**src/rtl/progressive_counter.sv**
```systemverilog
// Loadable up-counter stepped by a synchronized async increment edge, with
// a runtime limit that either wraps to zero or saturates, and an overflow pulse.
module progressive_counter #(
  parameter int N = 4
) (
  input  logic         clk,
  input  logic         reset,
  input  logic [N-1:0] start_value,
  input  logic         load,
  input  logic         increment,
  input  logic [N-1:0] limit,
  input  logic         wrap_en,
  output logic [N-1:0] count,
  output logic         at_limit,
  output logic         overflow
);

  logic         s1, s2, s3;
  logic         inc_edge;
  logic [N-1:0] count_nxt;
  logic         overflow_nxt;

  // s1/s2 resolve metastability; s3 remembers the previous synchronized level
  assign inc_edge = s2 & ~s3;

  always_comb begin
    at_limit = (count >= limit);
  end

  // load wins over a coincident edge and the edge is dropped, not deferred
  always_comb begin
    count_nxt    = count;
    overflow_nxt = 1'b0;
    if (load) begin
      count_nxt = start_value;
    end else if (inc_edge) begin
      if (!at_limit) begin
        count_nxt = count + N'(1);
      end else begin
        overflow_nxt = 1'b1;
        if (wrap_en) count_nxt = '0;
      end
    end
  end

  always_ff @(posedge clk or negedge reset) begin
    if (!reset) begin
      s1       <= 1'b0;
      s2       <= 1'b0;
      s3       <= 1'b0;
      count    <= '0;
      overflow <= 1'b0;
    end else begin
      s1       <= increment;
      s2       <= s1;
      s3       <= s2;
      count    <= count_nxt;
      overflow <= overflow_nxt;
    end
  end

endmodule
```
**config.mk**
```make
export PLATFORM = sky130hd
export DESIGN_NAME = progressive_counter
export DESIGN_NICKNAME = d
export VERILOG_FILES = /design/src/rtl/progressive_counter.sv
export SDC_FILE = /design/constraint.sdc
export NUM_CORES = 1
export LEC_CHECK = 0
export CAP_MARGIN = 0
export CORE_MARGIN = 2
export CORE_UTILIZATION = 37
export DETAILED_ROUTE_END_ITERATION = 6
export PLACE_DENSITY = 0.71
export SLEW_MARGIN = 20
export SYNTH_ARGS = -nofsm -noshare
export SYNTH_HDL_FRONTEND = slang
export SYNTH_SLANG_ARGS = --single-unit
```
**constraint.sdc**
```tcl
create_clock -name clk -period 1.6 [get_ports clk]
set_input_delay 0.32 -clock clk [delete_from_list [all_inputs] [get_ports clk]]
set_output_delay 0.32 -clock clk [all_outputs]
set_load 0.01 [all_outputs]
```
==> results.md <==
- Status: finished with violations
- Failing checks: negative setup slack
- Fin. max-slew vios: 0
- Place WS: -636 ps
- Total Power: 0.848 mW
- Pin count of the biggest net entering global routing: 11
- Comb power frac: 50.0%
- Mapped Area: roughly 520 sq um
- Total CTS buffers: 3
- # rows: 13
- WS Path Type: reg2out
- Wirelength per Cell: around 13 um
- Multi-input gate area in the final layout: 344 sq um
- Tmin final: about 1700 ps
- Layout cells sized above 1: 39.5%
- RSZ-0062 raised after global routing: yes
- Final Skew: ~7.8 ps
- Static leakage: 0.386 nW
- DRT Wirelength: around 1200 um
- Reg-to-Reg End: count[1]$_DFFE_PN0P_
- Worst-path maximum fanout: 2
- Actual slew at the worst max-slew pin: roughly 370 ps
- Mapped Avg Cell Area: between 10 and 15 sq um
- Slew Limit Headroom: between 70% and 80%
- Register bit count reported by yosys: 8
- Seq/Total Area, Yosys: 38.7%
- Residual DRC: 0
- CP delay by family, top: flip-flops
- DP Wirelength: 905 um
- Post-route ant nets: 0
- Synthesized instance count: between 40 and 50
- Die Ht: 41.4 um
- CP startpoint kind: flip-flop
- Overflow left after global routing: 0
- Initial antenna violation count: 0
- Fin worst setup slack: -96.0 ps
- Max VDD drop: 0.518 mV
- Number of max-cap violations: 0
- Worst Path Arrival: 1380 ps
- Worst reg2reg setup slack: -50 ps
- GRT Total Usage: 17.6%
- Pwr dens: 990 nW/um^2
- Nets: 100
- Initial core utilization: 39.7%
- Final Wtd Congestion: 0.756
- CTS sink cnt: 8
- Sequential fraction of design power: 30.3%
- Met2 global-route usage: ~28%
- Synth top area share: 38.7%
- Vias per inst: 4.97
- Yosys cell types: 26
- Clock slew at reported path FFs: 60 ps
- Pre-Repair DR Iteration Count: 4
- Sw frac: about a third
- Global route hottest layer: met2
- Met3 Track Usage GR: 6.38%
- HP Class: in2async
- Ant diodes: 0
- Pint: 0.558 mW
- Via count: 477
- CTS tree: done
- Syn Nets: 67
- 1st-iter DRT viols: 4
- Core area: 1300 sq um
- Period utilisation layout: 106%
- Die X: 41.4 um
- # port buffers: 18
- First-pass GRT wire length: 1890 um
- Cell Chain, Critical Path: inv_2, ha_4, nor3b_4, o21ai_2, buf_2
- Commonest cells after routing, fill and taps aside: buf_4 (11), clkdlybuf4s50_1 (9), dlygate4sd2_1 (8), dfrtp_1 (7), nand2_1 (5)
- Final setup violating endpoints: 2
- Htree depth: 1
- Crit. End Element: output pin
- Met1 global-route usage: 22.1%
- Capture point of the worst path: at_limit
- CP Depth: 5
- Synth area leaders: dfrtp_1 (39%), ha_1 (12%), o211ai_2 (4.8%)
- CP max stage delay: 400 ps
- FF+latch area: 201 sq um
- Die Area: 1710 sq um
- Yosys warns: 0
- CTS root buf: clkbuf_4
- FILL cells: between 100 and 150
- Final hold vios: 0
- Vias in the first global route: 436
- WP buf/inv: 2
- Commonest non-fill, non-tap cell in the layout: buf_4
- CP max stage cell: dfrtp_2
- Area leader, netlist: dfrtp_1
- Fmax: ~590 MHz
- Area grow syn2layout: 65.9%
- Clock power share: 19.7%
- R2R cell count: 7
- Cts hold-fix bufs: 0
- Worst-Skew Late Latency: 260 ps
- P_sw: 0.290 mW
- Req. time, crit path: 1280 ps
- IO Pins: 19
- R2R Path Start: count[0]$_DFFE_PN0P_
- Clk buf depth: 2
- Worst setup path start: count[0]$_DFFE_PN0P_
- Setup TNS Final: -147 ps
==> registers in the layout, indices dropped and copies added (netlist names) <==
| name | cells |
|---|---|
| count | 4 |
| s3 | 1 |
| overflow | 1 |
| s2 | 1 |
| s1 | 1 |
==> cells by family (layout without fill, tap and decap cells) <==
logic type / Yosys count / count (layout) / synth area share (%)
buf+inv: 6 / 38 / 5.33
compound gates: 14 / 14 / 21.8
simple gates: 14 / 14 / 17.9
flops: 8 / 8 / 38.7
fa+ha+maj: 5 / 5 / 12.1
mux: 2 / 2 / 4.12
==> cell type report <==
class	instances	area share, %
Timing Repair Buffer	29	28.9
Tap cell	15	2.19
Clock buffer	4	3.07
Sequential cell	8	23.5
Multi-Input combinational cell	35	40.1
Inverter	5	2.19
==> worst min path at each step <==
stage	from	end	slack, ps	depth (start not counted)
floorplan	reset	count[0]$_DFFE_PN0P_	20	0
global placement	s1$_DFF_PN0_	s2$_DFF_PN0_	330	0
detailed placement	s1$_DFF_PN0_	s2$_DFF_PN0_	340	0
CTS	reset	s2$_DFF_PN0_	350	1
global route	reset	s2$_DFF_PN0_	350	1
finish	reset	s2$_DFF_PN0_	340	1
==> power by group through the flow <==
stage / Combinational, mW / Sequential [mW] / Clock [mW]
finish: 0.424 / 0.257 / 0.167
global route: 0.463 / 0.261 / 0.190
CTS: 0.417 / 0.256 / 0.175
detailed placement: 0.417 / 0.254 / 0
global placement: 0.415 / 0.254 / 0
floorplan: 0.185 / 0.277 / 0
==> layer usage <==
metal,part of all wire (%),wire length (um)
met1,45,552
met2,50,618
met3,4.6,56
met4,0,0
met5,0,0
==> through the flow <==
stage	cell area (sq um)	hold WS, ps	util [%]	cells
2_1_floorplan	543	24.4	-	49
3_3_place_gp	808	332	62.1	91
3_5_place_dp	808	340	62.1	91
4_1_cts	848	349	65.2	96
5_1_grt	857	350	65.9	96
6_report	857	341	65.9	96
==> cell usage after synthesis <==
cell           count
o21ai_1            1
nor2b_2            1
inv_1              4
and3b_1            1
dlygate4sd1_1      1
o31ai_1            2
nand2_2            1
o311ai_1           1
ha_1               5
mux2i_1            1
nor2b_1            1
o21ai_0            1
o31a_1             2
nand3_1            2
nor3b_1            1
o2111ai_1          1
o211ai_2           2
nor3b_4            1
a21oi_2            1
nand2_1            5
nand3b_1           1
o21ai_2            1
dfrtp_1            8
a21oi_1            2
mux2_2             1
inv_2              1
==> worst reg2reg max path, delay by kind of cell, from the launching register on <==
| kind | cells | cell delay, ps |
|---|---|---|
| DFF | 1 | 400 |
| and+or+nand+nor | 2 | 310 |
| muxes | 1 | 300 |
| buffers and inverters | 2 | 250 |
| adders and majority gates | 1 | 200 |
| AOI/OAI and AO/OA | 1 | 90 |
==> timing repair <==
item	4_1_cts	5_1_grt
setup endpoints to repair	8	5
pin swaps	9	3
gates resized for setup	17	1
buffers inserted	3	0
endpoints found under the hold margin	0	0
No activity file was read; power rests on OpenSTA's default activity.
